[src/rtl/gen_al_w2n_arb.sv]
// Packet-granular round-robin arbiter feeding one wide-to-narrow aligner.
// The grant is held from the first word of a packet until its eop word is consumed.
module gen_al_w2n_arb #(
  parameter  int unsigned N_REQ     = 4,
  parameter  int unsigned DAT_IN_W  = 32,
  parameter  int unsigned DAT_OUT_W = 8,
  localparam int unsigned AL_SEL_W  = ($clog2(DAT_IN_W / DAT_OUT_W) > 0) ?
                                      $clog2(DAT_IN_W / DAT_OUT_W) : 1,
  localparam int unsigned IDX_W     = (N_REQ > 1) ? $clog2(N_REQ) : 1
) (
  input  logic                      i_clk,
  input  logic                      i_rst,
  input  logic [N_REQ-1:0]          i_req_en,
  input  logic [N_REQ-1:0]          i_req_vld,
  input  logic [N_REQ-1:0]          i_req_eop,
  input  logic [N_REQ*AL_SEL_W-1:0] i_req_last_vld_sel,
  input  logic [N_REQ*DAT_IN_W-1:0] i_req_dat,
  output logic [N_REQ-1:0]          o_req_pop,
  output logic                      o_al_us_vld,
  output logic [AL_SEL_W-1:0]       o_al_us_last_vld_sel,
  output logic [DAT_IN_W-1:0]       o_al_us_dat,
  input  logic                      i_al_us_rd_rqst,
  input  logic                      i_al_ds_rdy,
  output logic                      o_gnt_vld,
  output logic [IDX_W-1:0]          o_gnt_idx,
  output logic                      o_pkt_done
);

  typedef enum logic {StIdle, StBusy} state_e;

  state_e           r_state;
  logic [IDX_W-1:0] r_gnt_idx;
  logic [IDX_W-1:0] r_last_idx;
  logic             r_gnt_vld;

  logic [N_REQ-1:0] w_elig;
  logic [IDX_W-1:0] w_pick;
  logic             w_found;
  logic             w_busy;
  logic             w_beat;
  logic             w_word_done;
  logic             w_pkt_done;

  assign w_elig = i_req_en & i_req_vld;
  assign w_busy = (r_state == StBusy);

  // Search starts just after the last packet's winner, wrapping modulo N_REQ.
  always_comb begin
    int j;
    j       = 0;
    w_pick  = r_gnt_idx;
    w_found = 1'b0;
    for (int k = 1; k <= int'(N_REQ); k++) begin
      j = int'(r_last_idx) + k;
      if (j >= int'(N_REQ)) j = j - int'(N_REQ);
      if (!w_found && w_elig[j]) begin
        w_pick  = IDX_W'(j);
        w_found = 1'b1;
      end
    end
  end

  assign o_al_us_dat          = i_req_dat[r_gnt_idx*DAT_IN_W +: DAT_IN_W];
  assign o_al_us_last_vld_sel = i_req_last_vld_sel[r_gnt_idx*AL_SEL_W +: AL_SEL_W];
  assign o_al_us_vld          = w_busy & i_req_vld[r_gnt_idx];

  assign w_beat      = o_al_us_vld & i_al_ds_rdy;
  assign w_word_done = w_beat & i_al_us_rd_rqst;
  assign w_pkt_done  = w_word_done & i_req_eop[r_gnt_idx];

  always_comb begin
    o_req_pop = '0;
    if (w_word_done) o_req_pop[r_gnt_idx] = 1'b1;
  end

  assign o_pkt_done = w_pkt_done;
  assign o_gnt_vld  = r_gnt_vld;
  assign o_gnt_idx  = r_gnt_idx;

  always_ff @(posedge i_clk) begin
    if (i_rst) begin
      r_state    <= StIdle;
      r_gnt_idx  <= '0;
      r_last_idx <= IDX_W'(N_REQ - 1);
      r_gnt_vld  <= 1'b0;
    end else begin
      unique case (r_state)
        StIdle: begin
          if (w_found) begin
            r_gnt_idx <= w_pick;
            r_gnt_vld <= 1'b1;
            r_state   <= StBusy;
          end
        end
        StBusy: begin
          if (w_pkt_done) begin
            r_last_idx <= r_gnt_idx;
            r_gnt_vld  <= 1'b0;
            r_state    <= StIdle;
          end
        end
        default: r_state <= StIdle;
      endcase
    end
  end

endmodule
[config.mk]
export PLATFORM = sky130hd
export DESIGN_NAME = gen_al_w2n_arb
export DESIGN_NICKNAME = d
export VERILOG_FILES = /design/src/rtl/gen_al_w2n_arb.sv
export SDC_FILE = /design/constraint.sdc
export NUM_CORES = 1
export LEC_CHECK = 0
export BUFFER_PORTS_ARGS = -buffer_cell sky130_fd_sc_hd__clkbuf_2
export CAP_MARGIN = 30
export CORE_AREA = 2 2 74 76
export CTS_CLUSTER_DIAMETER = 200
export DETAILED_ROUTE_END_ITERATION = 10
export DIE_AREA = 0 0 76 78
export PLACE_DENSITY = 0.7
export SLEW_MARGIN = 20
export SYNTH_ARGS = -nofsm -noshare
export SYNTH_HDL_FRONTEND = slang
export SYNTH_SLANG_ARGS = --single-unit
export TNS_END_PERCENT = 30
[constraint.sdc]
create_clock -name i_clk -period 1.85 [get_ports i_clk]
set_clock_uncertainty 0.1 [all_clocks]
set_input_delay 0.37 -clock i_clk [delete_from_list [all_inputs] [get_ports i_clk]]
set_output_delay 0.37 -clock i_clk [all_outputs]
set_load 0.02 [all_outputs]
## After elaboration in Yosys (flattened, before gate mapping)

Index checks and enable logic that the tools add are counted.

- Output and inout port bits: 43
- Register bits: 6
- Bits of input ports: 152
- Logic and storage cells: 80

- Equality and inequality tests: 2
- Shift-type cells: 2
- Reduce and logical (&&, ||, !) cells: 11
- Add/subtract/negate cells: 8
- Bitwise gates (word level): 6
- Mux-type cells: 37
- $lt $le $gt $ge: 10

Operator list:

| kind | number |
|---|---|
| $lt 32x4->1 const B | 4 |
| $mux 32 | 4 |
| $shiftx 128x8->32 | 1 |
| $mux 1 | 19 |
| $bmux 1 s2 | 6 |
| $sub 3x3->4 const B | 3 |
| $ge 3x3->1 const B | 3 |
| $mux 2 | 4 |
| $shiftx 8x4->2 | 1 |
| $add 2x2->3 const B | 2 |
| $sub 4x3->5 const B | 1 |
| $add 2x3->4 const B | 1 |
| $and 1x1->1 | 4 |
| $and 4x4->4 | 1 |
| $ge 4x3->1 const B | 1 |
| $logic_and 1x1->1 | 4 |
| $mux 4 | 1 |
| $ne 2x2->1 const B | 2 |
| $pmux 1 s2 | 2 |
| $reduce_and 2->1 | 2 |
| $reduce_bool 4->1 | 1 |
| $add 2x1->3 const B | 1 |
| $logic_not 1->1 | 3 |
| $lt 2x3->1 const B | 1 |
| 4 further kinds | 4 |

## Longest topological paths before layout

- Depth after elaboration: 18
- Mapped depth: 5
- Depth with buffers taken out: 4

## Worst setup path before layout

Ideal clock, no wire load.

- Path type: register to output
- Start point: register r_gnt_idx[1] (netlist: o_gnt_idx[1])
- End point: output o_req_pop[2]
- Data required time: 1380 ps
- Path buffers: 1
- Cell stages (with the launch flop): 5
- Slack: -280 ps
- Data arrival time: 1660 ps
- Path through: dfxtp_1 > buf_6 > mux4_2 > or2b_1 > nor3b_1

- Word-level cells in the longest chain between the ends: 6
- Elaborated cells between the ends (all ways): 11

RTL lines:

| item | line | RTL |
|---|---|---|
| start: declaration | 32 | `logic [IDX_W-1:0] r_gnt_idx;` |
| start signal: assignment | 90 | `r_gnt_idx <= w_pick;` |
| $bmux 1 s2 | 65 | `assign o_al_us_vld = w_busy & i_req_vld[r_gnt_idx];` |
| $mux 1 (implied by the code) | 65 |  |
| $and 1x1->1 | 65 |  |
| $and 1x1->1 | 67 | `assign w_beat = o_al_us_vld & i_al_ds_rdy;` |
| $and 1x1->1 | 68 | `assign w_word_done = w_beat & i_al_us_rd_rqst;` |
| $mux 4 (*) | 73 | `if (w_word_done) o_req_pop[r_gnt_idx] = 1'b1;` |
| end: declaration | 18 | `output logic [N_REQ-1:0] o_req_pop,` |

Every way passes the cells marked *; elsewhere a longest branch is shown, timed or not. The select of a mux whose other input is x is not followed.

## Worst setup path after layout

Ends and elaborated chain as after synthesis.

==> run summary <==
DR WL met2 -> 3340 µm
worst-case clock buffer depth -> 2
clock root cell -> clkbuf_8
Critical Path Source -> o_gnt_idx[1]$_SDFFE_PP0P_
Worst-Margin Slew -> 325 ps
post-synthesis average cell area -> 12.8 µm²
I/O Buffers -> 194
Switch Pwr -> 0.489 mW
crit path kind -> flop to primary output
Overall Global Routing Usage -> 19.0%
Max Cap Viol -> 0
Starting Density -> 24.8%
RSZ-0062 raised after global routing -> true
average via count per standard cell -> 4.93
Required @ worst endpoint -> 1380 ps
Synthesis Warnings -> 0
register area share after synthesis -> 9.59%
Post-route DRC -> 0
CTS tree -> yes
ratio of final minimum period to clock period -> 112%
Routed Antenna Nets -> 0
final wirelength -> 6080 µm
Netlist cell types -> 28
via count -> 1839
die area -> 5930 µm²
hold path cells -> 2
hold_sp -> i_rst
Sink Count -> 6
net count after synthesis -> 250
starting DRC count in detailed routing -> 66
Flop pwr share -> 12.4%
width of the die -> 76 µm
layout cells sized above 1 -> 85.8%
R2R cell count -> 5
Logic pwr share -> 72.3%
violated checks -> negative setup slack
clock share of power -> 15.3%
Power Dens Cells -> 484 nW/µm²
num rows -> 26
CP Capture Type -> primary output
Hold Fails Final Rpt -> 0
outcome -> complete, but fails checks
fin nets -> 457
slew margin rel. -> 78.3%
Seq cells post-synth -> 6
post-route minimum period -> 2070 ps
vias in the first global route -> 1862
WL/cell -> 16.3 µm
hold slack final -> 290 ps
Die Y -> 78 µm
1st-pass router iterations -> 4
Async SR Flop Fraction -> 0%
largest net degree at the start of global routing -> 26
GR Overflow Total -> 0
highest routed metal layer -> met4
Power Total -> 1.26 mW
Final WS setup -> -217 ps
Post-DP Area -> 2430 µm²
first-pass GRT wire length -> 9090 µm
top_reg_cell synth -> dfxtp_1
Worst Hold Class -> input pin to flop
Post-DP HPWL -> 5180 µm
worst-path maximum fanout -> 3
met3 WL -> 376 µm
Syn Inst Count -> 98
DP Worst Slack -> -47.3 ps
Post-synth EDFFs -> 0
CP Data Arrival Time -> 1600 ps
Diodes inserted -> 0
Core ar. -> 5040 µm²
# fillers -> 471
Setup Viol. Count Final -> 38
CTS Buf Count -> 3
Startpoint Class -> flop
leakage power -> 1.32 nW
RD Place Congestion -> 0.883
fmax -> 484 MHz
initial antenna violation count -> 0
number of I/O pins -> 195
switching share of total power -> 38.7%
post-route cell area -> 2610 µm²
Post-CTS Hold Buffers -> 0
worst-case vdd ir drop -> 0.380 mV
Worst-Skew Late Latency -> 220 ps
CTS H-Tree Depth -> 1
setup_tns -> -5510 ps
Pint -> 0.773 mW
M1 wire length -> 2230 µm
R2R Path Start -> o_gnt_idx[1]$_SDFFE_PP0P_
Cell Area, Synth -> 1250 µm²
clock transition at the registers of the reported paths -> 30 ps
fin. max-slew vios -> 0
Area growth syn-to-layout -> 108%
-- registers in the layout (all words and copies together), names as in the netlist --
signal,flops
r_last_idx,2
o_gnt_vld,1
o_gnt_idx,2
r_state,1
-- final cells by class --
| class | instances | area (µm²) | share of cell area (%) |
|---|---|---|---|
| multi-input cells | 79 | 1100 | 42.2 |
| flip-flops and latches | 6 | 128 | 4.89 |
| well taps | 70 | 87.6 | 3.36 |
| repair buffers | 212 | 1240 | 47.5 |
| clock buffers | 3 | 41.3 | 1.58 |
| inverters | 3 | 11.3 | 0.432 |
-- worst max-delay path: stages (launching register included) --
cell and delay (ps):
dfxtp_4 350, mux4_2 370, or2b_4 310, nor3b_4 170, clkbuf_8 170
-- cell usage in the layout, fill, tap and decap left out, types with 3 or more instances in the layout --
| cell | instances |
|---|---|
| a21oi_1 | 5 |
| a31oi_1 | 3 |
| buf_12 | 4 |
| buf_2 | 21 |
| buf_4 | 15 |
| clkbuf_2 | 164 |
| clkbuf_8 | 6 |
| dfxtp_1 | 4 |
| inv_1 | 3 |
| mux4_2 | 35 |
| nand2_1 | 5 |
| nor2_1 | 4 |
| o21ai_0 | 4 |
-- synthesized netlist by cell type, types with 2 or more instances --
| master | count | area (µm²) |
|---|---|---|
| mux4_2 | 35 | 788 |
| dfxtp_1 | 6 | 120 |
| mux2_2 | 2 | 22.5 |
| nor2_1 | 4 | 15.0 |
| a22oi_1 | 2 | 15.0 |
| nand3_1 | 2 | 10.0 |
| inv_1 | 3 | 11.3 |
| nor3_1 | 3 | 15.0 |
| a31oi_1 | 3 | 18.8 |
| o21ai_0 | 4 | 20.0 |
| buf_2 | 5 | 25.0 |
| a21oi_1 | 5 | 25.0 |
| nand2_1 | 5 | 18.8 |
| nor3b_1 | 2 | 15.0 |
| clkbuf_1 | 4 | 15.0 |
-- cell families after synthesis --
group / count (synthesis) / share of synthesized area (%)
buffers and inverters: 13 / 4.99
AO/OA/AOI/OAI: 21 / 11.3
multiplexers: 37 / 64.7
AND/OR/NAND/NOR: 21 / 9.39
flip-flops: 6 / 9.59
-- repair_timing --
item | 4_1_cts | 5_1_grt
pin swaps | 0 | 1
setup endpoints to repair | 39 | 40
resized for setup | 13 | 36
setup buffers | 1 | 3
gates cloned | 2 | 0
-- through the flow --
stage               util, %  std cells
finish                 51.7        373
CTS                    51.2        371
detailed placement     48.2        365
floorplan                 -         98
global route           51.7        373
global placement       48.2        365
-- final timing paths --
check,slack (ps),end
worst max-delay path,-220,o_req_pop[2]
worst max register to register,170,r_last_idx[1]$_SDFFE_PP1P_
worst min-delay path,290,o_gnt_vld$_SDFFE_PP0P_
worst min register to register,390,o_gnt_vld$_SDFFE_PP0P_
-- power by group through the flow --
stage / Combinational, mW / Clock, mW / Sequential [mW]
after floorplan: 0.501 / 0 / 0.158
after global placement: 0.829 / 0 / 0.156
final: 0.912 / 0.193 / 0.157
after detailed placement: 0.844 / 0 / 0.157
after CTS: 0.900 / 0.199 / 0.156
after global routing: 0.963 / 0.204 / 0.158
-- per-layer routing --
metal | vias to the layer above | GRT usage [%]
met3 | 18 | 4.07
met5 | - | 0
li1 | 849 | -
met1 | 865 | 21.3
met2 | 107 | 36.9
met4 | 0 | 3.64
Power figures use the tool's default switching activity.
